<file path="src/rtl/csr_pkg.sv">
// rtl/csr_pkg.sv - CSR addresses, funct3 ops, bit positions, causes and FSM state for the commit unit
package csr_pkg;

  localparam logic [11:0] CSR_MSTATUS  = 12'h300;
  localparam logic [11:0] CSR_MIE      = 12'h304;
  localparam logic [11:0] CSR_MTVEC    = 12'h305;
  localparam logic [11:0] CSR_MSCRATCH = 12'h340;
  localparam logic [11:0] CSR_MEPC     = 12'h341;
  localparam logic [11:0] CSR_MCAUSE   = 12'h342;
  localparam logic [11:0] CSR_MIP      = 12'h344;
  localparam logic [11:0] CSR_MCYCLE   = 12'hB00;
  localparam logic [11:0] CSR_MCYCLEH  = 12'hB80;

  localparam logic [2:0] F3_CSRRW  = 3'b001;
  localparam logic [2:0] F3_CSRRS  = 3'b010;
  localparam logic [2:0] F3_CSRRC  = 3'b011;
  localparam logic [2:0] F3_CSRRWI = 3'b101;
  localparam logic [2:0] F3_CSRRSI = 3'b110;
  localparam logic [2:0] F3_CSRRCI = 3'b111;

  localparam int BIT_MIE  = 3;
  localparam int BIT_MPIE = 7;
  localparam int BIT_MTIE = 7;
  localparam int BIT_MEIE = 11;

  localparam logic [3:0] CAUSE_MTI = 4'd7;
  localparam logic [3:0] CAUSE_MEI = 4'd11;

  typedef enum logic [0:0] {
    RUN   = 1'b0,
    FLUSH = 1'b1
  } state_t;

endpackage

</file>
<file path="src/rtl/irq_sync.sv">
// rtl/irq_sync.sv - flop-chain synchronizer for one asynchronous interrupt level
module irq_sync #(
  parameter int SYNC_STAGES = 2
) (
  input  logic clk,
  input  logic rst,
  input  logic d,
  output logic q
);

  logic [SYNC_STAGES-1:0] ff;

  always_ff @(posedge clk or posedge rst) begin
    if (rst) ff <= '0;
    else     ff <= {ff[SYNC_STAGES-2:0], d};
  end

  assign q = ff[SYNC_STAGES-1];

endmodule

</file>
<file path="src/rtl/csr_commit_unit.sv">
// rtl/csr_commit_unit.sv - MEM-stage CSR read/modify/write, mret, M-mode interrupts and PC redirect
module csr_commit_unit
  import csr_pkg::*;
#(
  parameter int          SYNC_STAGES  = 2,
  parameter int          FLUSH_CYCLES = 2,
  parameter logic [31:0] MTVEC_RESET  = 32'h0000_0100
) (
  input  logic        clk,
  input  logic        rst,
  input  logic        mem_valid,
  input  logic        mem_csr_en,
  input  logic [2:0]  mfunc3,
  input  logic [11:0] mem_csr_addr,
  input  logic [31:0] csr_wdata_mem,
  input  logic        is_mret_mem,
  input  logic [31:0] mpc,
  input  logic        ext_irq,
  input  logic        tmr_irq,
  output logic [31:0] csr_rdata,
  output logic        csr_illegal,
  output logic        redirect_valid,
  output logic [31:0] redirect_pc,
  output logic        flush,
  output logic        suppress_wb
);

  localparam int CW = (FLUSH_CYCLES > 1) ? $clog2(FLUSH_CYCLES) : 1;

  state_t        state;
  logic [CW-1:0] cnt;
  logic          mie_bit, mpie_bit, mtie, meie, mtip, meip;
  logic [31:0]   mtvec, mscratch, mepc, mcause;
  logic [63:0]   mcycle;
  logic [31:0]   mstatus_val, mie_val, mip_val, nv;
  logic [31:0]   trap_base, trap_pc;
  logic [3:0]    cause;
  logic          csr_hit, wr_req, csr_we, irq_take, accepted, do_mret;

  irq_sync #(.SYNC_STAGES(SYNC_STAGES)) u_sync_ext (.clk(clk), .rst(rst), .d(ext_irq), .q(meip));
  irq_sync #(.SYNC_STAGES(SYNC_STAGES)) u_sync_tmr (.clk(clk), .rst(rst), .d(tmr_irq), .q(mtip));

  always_comb begin
    mstatus_val = 32'h0000_1800;
    mstatus_val[BIT_MIE]  = mie_bit;
    mstatus_val[BIT_MPIE] = mpie_bit;
    mie_val = '0;
    mie_val[BIT_MTIE] = mtie;
    mie_val[BIT_MEIE] = meie;
    mip_val = '0;
    mip_val[BIT_MTIE] = mtip;
    mip_val[BIT_MEIE] = meip;
  end

  always_comb begin
    csr_hit = 1'b1;
    case (mem_csr_addr)
      CSR_MSTATUS:  csr_rdata = mstatus_val;
      CSR_MIE:      csr_rdata = mie_val;
      CSR_MTVEC:    csr_rdata = mtvec;
      CSR_MSCRATCH: csr_rdata = mscratch;
      CSR_MEPC:     csr_rdata = mepc;
      CSR_MCAUSE:   csr_rdata = mcause;
      CSR_MIP:      csr_rdata = mip_val;
      CSR_MCYCLE:   csr_rdata = mcycle[31:0];
      CSR_MCYCLEH:  csr_rdata = mcycle[63:32];
      default: begin
        csr_rdata = '0;
        csr_hit   = 1'b0;
      end
    endcase
  end

  always_comb begin
    nv     = csr_rdata;
    wr_req = 1'b0;
    case (mfunc3)
      F3_CSRRW, F3_CSRRWI: begin nv = csr_wdata_mem;             wr_req = 1'b1;            end
      F3_CSRRS, F3_CSRRSI: begin nv = csr_rdata | csr_wdata_mem;  wr_req = |csr_wdata_mem; end
      F3_CSRRC, F3_CSRRCI: begin nv = csr_rdata & ~csr_wdata_mem; wr_req = |csr_wdata_mem; end
      default: ;
    endcase
  end

  assign csr_illegal = mem_csr_en & ~csr_hit;
  assign flush       = (state == FLUSH);
  assign irq_take    = mie_bit & ((meie & meip) | (mtie & mtip)) & mem_valid & ~flush;
  assign accepted    = mem_valid & ~flush & ~irq_take;
  assign csr_we      = accepted & mem_csr_en & csr_hit & wr_req;
  assign do_mret     = accepted & is_mret_mem;
  assign suppress_wb = irq_take | flush;
  assign cause       = (meie & meip) ? CAUSE_MEI : CAUSE_MTI;
  assign trap_base   = mtvec & ~32'h3;
  // Vectored mode jumps to base + 4*cause; any other stored mode is direct.
  assign trap_pc     = (mtvec[1:0] == 2'b01) ? trap_base + {26'd0, cause, 2'b00} : trap_base;

  always_ff @(posedge clk or posedge rst) begin
    if (rst) begin
      state <= RUN;       cnt <= '0;
      mie_bit <= 1'b0;    mpie_bit <= 1'b0;
      mtie <= 1'b0;       meie <= 1'b0;
      mtvec <= MTVEC_RESET;
      mscratch <= '0;     mepc <= '0;     mcause <= '0;
      mcycle <= '0;
      redirect_valid <= 1'b0;
      redirect_pc <= '0;
    end else begin
      // A write to either half replaces the increment; the other half holds.
      if (csr_we && mem_csr_addr == CSR_MCYCLE)       mcycle[31:0]  <= nv;
      else if (csr_we && mem_csr_addr == CSR_MCYCLEH) mcycle[63:32] <= nv;
      else                                            mcycle <= mcycle + 64'd1;

      if (csr_we) begin
        case (mem_csr_addr)
          CSR_MSTATUS:  begin mie_bit <= nv[BIT_MIE]; mpie_bit <= nv[BIT_MPIE]; end
          CSR_MIE:      begin mtie <= nv[BIT_MTIE];   meie <= nv[BIT_MEIE];     end
          CSR_MTVEC:    mtvec <= {nv[31:2], nv[1] ? 2'b00 : nv[1:0]};
          CSR_MSCRATCH: mscratch <= nv;
          CSR_MEPC:     mepc <= nv & ~32'h3;
          CSR_MCAUSE:   mcause <= nv;
          default: ;
        endcase
      end

      if (do_mret) begin
        mie_bit  <= mpie_bit;
        mpie_bit <= 1'b1;
      end

      if (irq_take) begin
        mepc     <= mpc & ~32'h3;
        mcause   <= {1'b1, 27'd0, cause};
        mpie_bit <= mie_bit;
        mie_bit  <= 1'b0;
      end

      redirect_valid <= 1'b0;
      case (state)
        RUN: if (irq_take || do_mret) begin
          state          <= FLUSH;
          cnt            <= CW'(FLUSH_CYCLES - 1);
          redirect_valid <= 1'b1;
          redirect_pc    <= irq_take ? trap_pc : mepc;
        end
        FLUSH: begin
          if (cnt == '0) state <= RUN;
          else           cnt   <= cnt - 1'b1;
        end
        default: state <= RUN;
      endcase
    end
  end

endmodule

</file>
<file path="config.mk">
export PLATFORM = sky130hd
export DESIGN_NAME = csr_commit_unit
export DESIGN_NICKNAME = d
export VERILOG_FILES = /design/src/rtl/csr_pkg.sv /design/src/rtl/irq_sync.sv /design/src/rtl/csr_commit_unit.sv
export SDC_FILE = /design/constraint.sdc
export NUM_CORES = 1
export LEC_CHECK = 0
export ABC_CLOCK_PERIOD_IN_PS = 7800
export BUFFER_PORTS_ARGS = -buffer_cell sky130_fd_sc_hd__buf_2
export CAP_MARGIN = 10
export CELL_PAD_IN_SITES_DETAIL_PLACEMENT = 1
export CELL_PAD_IN_SITES_GLOBAL_PLACEMENT = 2
export CORE_MARGIN = 8
export CORE_UTILIZATION = 37
export DETAILED_ROUTE_END_ITERATION = 8
export PLACE_DENSITY_LB_ADDON = 0.1
export SYNTH_ARGS = -nofsm -noshare
export SYNTH_HDL_FRONTEND = slang
export SYNTH_SLANG_ARGS = --single-unit
</file>
<file path="constraint.sdc">
create_clock -name clk -period 7.8 [get_ports clk]
set_clock_uncertainty 0.15 [all_clocks]
set_input_delay 0.39 -clock clk [delete_from_list [all_inputs] [get_ports clk]]
set_output_delay 0.39 -clock clk [all_outputs]
set_load 0.02 [all_outputs]
</file>
==> Word level (Yosys, flattened, before mapping) <==
Index checks and enable logic that the tools add are counted.
{ "word_totals": {"inputBits": 86, "output_inout_bits": 68, "wordCells": 110, "register_bits": 235} }
{ "op_classes": {"reduce_logical": 21, "eq_ne": 18, "bitwise": 20, "n_addsub": 3, "n_mux": 32} }
{ "op_table": {"columns": ["op", "count"], "rows": [
  ["32-bit two-way mux", 11],
  ["32-bit one-hot mux with 9 select lines", 1],
  ["32-bit one-hot mux with 3 select lines", 1],
  ["12-bit by 10-bit equality test with 1-bit output, second input constant", 7],
  ["64-bit by 1-bit adder with 64-bit output, second input constant", 1],
  ["32-bit by 6-bit adder with 32-bit output", 1],
  ["32-bit AND", 1],
  ["32-bit NOT", 1],
  ["32-bit bitwise OR", 1],
  ["32-bit OR reduction", 1],
  ["12-bit equality test, second input constant", 2],
  ["1-bit two-way mux", 15],
  ["2-bit AND reduction", 7],
  ["1-bit AND", 12],
  ["3-bit equality test, second input constant", 3],
  ["9-bit OR reduction", 1],
  ["3-bit by 2-bit equality test with 1-bit output, second input constant", 2],
  ["1-bit one-hot mux with 2 select lines", 3],
  ["2-bit nonzero test", 3],
  ["3-bit nonzero test", 2],
  ["2-bit OR reduction", 3],
  ["4-bit two-way mux", 1],
  ["4-bit OR reduction", 1],
  ["3-bit by 1-bit equality test with 1-bit output, second input constant", 1],
  ["8 further kinds", 12]
]} }

==> Logic depth before layout (Yosys ltp) <==
{ "logic_depth": {"depth_word": 13, "mapped_depth": 11} }

==> Modules after synthesis <==
A second synthesis with hierarchy kept.
{ "unflattened": {"cells_unflattened": 1574, "area_unflattened_um2": 13649.3} }
{ "modules_own_cells": {"columns": ["mod", "n_inst", "cells_each", "area_per_inst_um2"], "rows": [
  ["csr_commit_unit", 1, 1568, 13541.7],
  ["irq_sync", 2, 3, 53.8]
]} }

==> Least setup slack after synthesis <==
OpenSTA, ideal clock, no wires.
{ "synth_path": {"path_type": "in2reg", "from": "in mem_csr_addr[3]", "to": "reg mcycle[44]", "setup_slack_ns": 5.093, "stages": 10, "arrival_time_ns": 2.413, "path_buffers": 3, "path_cell_list": "nand4bb_1 buf_6 buf_2 buf_2 nor2_1 a221oi_1 nand4_1 a21o_1 a221oi_2 o221ai_1"} }
{ "synth_between": {"word_cells_on_any_way": 20, "cone_classes": "9 x eq/ne; 4 x mux; 4 x bitwise; 3 x reduce/logical"} }
{ "synth_rtl": {"columns": ["element", "line_no", "text"], "rows": [
  ["start: declaration", "csr_commit_unit.sv:14", "input logic [11:0] mem_csr_addr,"],
  ["12-bit equality test or 12-bit by 10-bit equality test with 1-bit output (tied branches)", "csr_commit_unit.sv:57", "case (mem_csr_addr)"],
  ["32-bit one-hot mux with 9 select lines (*)", "csr_commit_unit.sv:57", null],
  ["named net csr_rdata[12]", "csr_commit_unit.sv:20", "output logic [31:0] csr_rdata,"],
  ["32-bit AND or 32-bit bitwise OR (tied branches)", "csr_commit_unit.sv:80, csr_commit_unit.sv:79", null],
  ["32-bit one-hot mux with 3 select lines (*)", "csr_commit_unit.sv:77", "case (mfunc3)"],
  ["32-bit two-way mux (*)", "csr_commit_unit.sv:110", "else if (csr_we && mem_csr_addr == CSR_MCYCLEH) mcycle[63:32] <= nv;"],
  ["end signal: assignment", "csr_commit_unit.sv:110", null],
  ["end signal: assignment", "csr_commit_unit.sv:111", "else mcycle <= mcycle + 64'd1;"],
  ["end: declaration", "csr_commit_unit.sv:34", "logic [63:0] mcycle;"]
]} }
The timed path passes the listed nets; every way through them passes the cells marked *.
A chain may end at the register's enable or synchronous reset.

==> Final worst setup path <==
{ "layout_path": {"from": "reg mtie", "to": "reg mscratch[21]"} }
{ "layout_between": {"elab_chain_len": 11} }
{ "layout_rtl": {"columns": ["element", "line_no", "text"], "rows": [
  ["start: declaration", "csr_commit_unit.sv:32", "logic mie_bit, mpie_bit, mtie, meie, mtip, meip;"],
  ["start signal: assignment", "csr_commit_unit.sv:116", "CSR_MIE: begin mtie <= nv[BIT_MTIE]; meie <= nv[BIT_MEIE]; end"],
  ["1-bit AND", "csr_commit_unit.sv:87", "assign irq_take = mie_bit & ((meie & meip) | (mtie & mtip)) & mem_valid & ~flush;"],
  ["1-bit bitwise OR", "csr_commit_unit.sv:87", null],
  ["1-bit AND (3 in a row)", "csr_commit_unit.sv:87", null],
  ["1-bit NOT", "csr_commit_unit.sv:88", "assign accepted = mem_valid & ~flush & ~irq_take;"],
  ["1-bit AND", "csr_commit_unit.sv:88", null],
  ["1-bit AND (3 in a row)", "csr_commit_unit.sv:89", "assign csr_we = accepted & mem_csr_en & csr_hit & wr_req;"],
  ["2-bit AND reduction (no line)", null, null],
  ["end signal: assignment", "csr_commit_unit.sv:118", "CSR_MSCRATCH: mscratch <= nv;"],
  ["end: declaration", "csr_commit_unit.sv:33", "logic [31:0] mtvec, mscratch, mepc, mcause;"]
]} }
No other way between the ends.

==> results.yml <==
routing:
  routedWlPerCell_um: 27.8
  drt_drc_violations_left: 0
  detail_route.wirelength_um: 58200
  topRoutingLayerUsed: "met4"
  met3_length_um: 4630
  met1_length_um: 27100
  dr_total_vias: 12800
  post_drt_via_cell_ratio: 6.13
  route.antenna.remaining_nets: 0
  met2RoutedLength_um: 24500
  number_of_drc_markers_after_the_initial_detailed_route_iteration: 1039
  detailedRoute.firstPassIterationCount: 8
clock_tree:
  cts.repair.resized: 0
  cts_buffer_depth: 3
  clock_latency_ps: 570
  cts_tree: "yes"
  clock_tree.htree_level_count: 1
  tritoncts.num_buffers: 28
  cts_sinks: 230
  clock_tree.root_cell: "sky130_fd_sc_hd__clkbuf_16"
  clk_transition_reported_paths_ps: 60
  cts_post_setup_buffers_inserted: 0
floorplanning:
  initial_core_util_pct: 37.3
  die_h_um: 208
  die-area_mm2: 0.0431
  rows: 70
  io-pin-count: 154
  floorplan.die.width_um: 208
  floorplan.core_area_mm2: 0.0364
power_and_ir_drop:
  power.leakage_nw: 7.11
  power.density_cell_area_mw_per_mm2: 228
  vdd_drop_max_mv: 0.163
synthesis:
  async_flop_share_pct: 100
  syn_inst: 1490
  post_synth_top_flop: "sky130_fd_sc_hd__dfrtp_1"
  top_area_cell_type_share_of_the_netlist_area_pct: 42.1
  synth_edf_count: 0
  synthesis.area_per_instance_um2: 9.13
  post_synth_num_cell_types: 79
  synth_top_cells_by_area: "sky130_fd_sc_hd__dfrtp_1, sky130_fd_sc_hd__nand2_1, sky130_fd_sc_hd__mux2i_1"
  synth_top_cell_by_area: "sky130_fd_sc_hd__dfrtp_1"
  postSynthRegisterBits: 230
  synth_area_mm2: 0.0136
  synth-seq-area-share_pct: 42.3
  synth.yosys.warnings: 0
sta:
  slew_violations: 0
  report.final.setup_viol: 0
  slew_headroom_pct: 15.3
  fin_setup_tns_ps: 0
  final_period_minus_worst_setup_slack_ps: 4000
  grt_setup_unrepaired: "no"
  tightestPinTransition_ps: 1270
  hold_viol_final: 0
  max_freq_ghz: 0.250
  final_worst_path_cycle_share_pct: 51.3
placed_design:
  estimated_wirelength_of_the_detail_placed_design_um: 41800
  placed_cell_area_mm2: 0.0146
  place.port_buffers: 148
  finalWeightedCongestion: 0.910
setup_path:
  worst-r2r-setup-slack_ps: 3800
  timing.critical_path.slowest_stage_cell: "sky130_fd_sc_hd__a21boi_0"
  regToRegEndpoint: "mscratch[21]"
  worst_r2r_startpoint: "mtie"
  reg2reg_depth: 7
  cp-startpoint: "mtie"
  endpoint_kind: "flip-flop"
  peak_per_stage_delay_on_the_critical_path_ps: 730
  cp_cell_sequence: "a22o_1, a21boi_0, and3_1, nand2_1, nor3_4, buf_4, a21oi_1"
  critPathArrivalTime_ps: 4240
  critPathCapture: "mscratch[21]"
  type_of_the_worst_setup_path: "flip-flop to flip-flop"
  worst_ep_required_time_ps: 8040
  critPathLaunchType: "flip-flop"
  cp_max_fo: 48
run:
  drv_cap: 0
finish:
  finalNetCount: 1696
  most_common_cell_after_layout_fill_and_taps_aside: "sky130_fd_sc_hd__dfrtp_1"
  drive_gt1_share_pct: 17.4
  fillers: 4170
  antennaDiodeCount: 0
  final_area_mm2: 0.0158
  layout.cells.most_common_list: "sky130_fd_sc_hd__dfrtp_1, sky130_fd_sc_hd__nand2_1, sky130_fd_sc_hd__buf_2, sky130_fd_sc_hd__o21ai_0"
  layout-area-overhead-vs-synth_pct: 16.2
global_route:
  globalRouteTotalUtil_pct: 26.3
  wire_length_of_the_first_global_routing_pass_um: 86900
  globalRouteOverflowTotal: 0
  grt_max_degree: 139
  grt_antenna_before_repair: 0
  first_global_vias: 12800
hold_path:
  hold_path.class: "input pin to flip-flop"
outcome:
  status: "finished, final reports clean"
layer usage:
metal | GRT usage [%] | vias up
met4 | 8.00 | 0
met1 | 38.6 | 6472
met5 | 0 | -
met2 | 38.3 | 506
met3 | 5.28 | 80
li1 | - | 5778
kinds of logic after synthesis:
| logic type | count (synthesis) | synth area share, % |
|---|---|---|
| buf+inv | 136 | 4.82 |
| compound gates | 412 | 20.5 |
| other cells | 1 | 0.0276 |
| simple gates | 561 | 21.7 |
| mux | 78 | 5.89 |
| fa+ha+maj | 4 | 0.368 |
| xor+xnor | 68 | 4.38 |
| flops | 230 | 42.3 |
cells in the mapped netlist, types with 33 or more instances:
master / number
sky130_fd_sc_hd__xnor2_1: 33
sky130_fd_sc_hd__nand2_1: 173
sky130_fd_sc_hd__mux2i_1: 62
sky130_fd_sc_hd__o21ai_0: 109
sky130_fd_sc_hd__nand3_1: 94
sky130_fd_sc_hd__nor2_1: 93
sky130_fd_sc_hd__a21oi_1: 81
sky130_fd_sc_hd__clkbuf_1: 54
sky130_fd_sc_hd__xor2_1: 35
sky130_fd_sc_hd__a22oi_1: 43
sky130_fd_sc_hd__dfrtp_1: 229
state kept, by name, summed over array words and instances, names as in the netlist, 2 cells and up:
signal and flops:
redirect_pc 30, mcycle 64, u_sync_tmr.ff 2, mtvec 31, u_sync_ext.ff 2, mcause 32, mscratch 32, mepc 30
power breakdown:
part           switching [W]  internal, W
clock               0.000549     0.000791
sequential          0.000162      0.00136
combinational       0.000466     0.000273
layout make-up:
type	instances	area (um^2)	area share [%]
sequential	230	5760	36.4
multi-input combinational	1125	7250	45.9
tap	468	586	3.70
clock buffer	39	772	4.88
inverter	24	97.6	0.617
timing repair buffer	197	1180	7.49
clock inverter	12	160	1.01
worst max-delay path: cells and delay by family, from the launching register on:
| kind | cells | cell delay [ps] |
|---|---|---|
| AO/OA/AOI/OAI | 3 | 1280 |
| flip-flops | 1 | 400 |
| buffers and inverters | 1 | 600 |
| AND/OR/NAND/NOR | 3 | 1370 |
stage by stage:
| step | cells | setup WS [ps] | utilization, % | hold WS [ps] | power, W |
|---|---|---|---|---|---|
| detailed placement | 2019 | 3640 | 40.1 | 186 | 0.00228 |
| global placement | 2019 | 3660 | 40.1 | 187 | 0.00225 |
| floorplan | 1491 | 957 | - | 181 | 0.00196 |
| CTS | 2095 | 3870 | 43.4 | 3.30 | 0.00364 |
| finish | 2095 | 3800 | 43.4 | 22.1 | 0.00361 |
| global route | 2095 | 3500 | 43.4 | 37.8 | 0.00377 |
worst min-delay path by stage:
stage / end / from / slack [ps] / depth (start not counted)
4_1_cts: mepc[30] / mpc[30] / 3 / 5
3_5_place_dp: u_sync_tmr.ff[1] / u_sync_tmr.ff[0] / 190 / 0
6_report: mepc[30] / mpc[30] / 20 / 5
3_3_place_gp: u_sync_tmr.ff[1] / u_sync_tmr.ff[0] / 190 / 0
5_1_grt: mepc[27] / mpc[27] / 40 / 5
2_1_floorplan: u_sync_ext.ff[1] / u_sync_ext.ff[0] / 180 / 0
what timing repair did:
item,CTS,global route
endpoints found under the setup margin,0,0
endpoints found under the hold margin,116,0
hold buffers,25,0
Power figures use the tool's default switching activity.
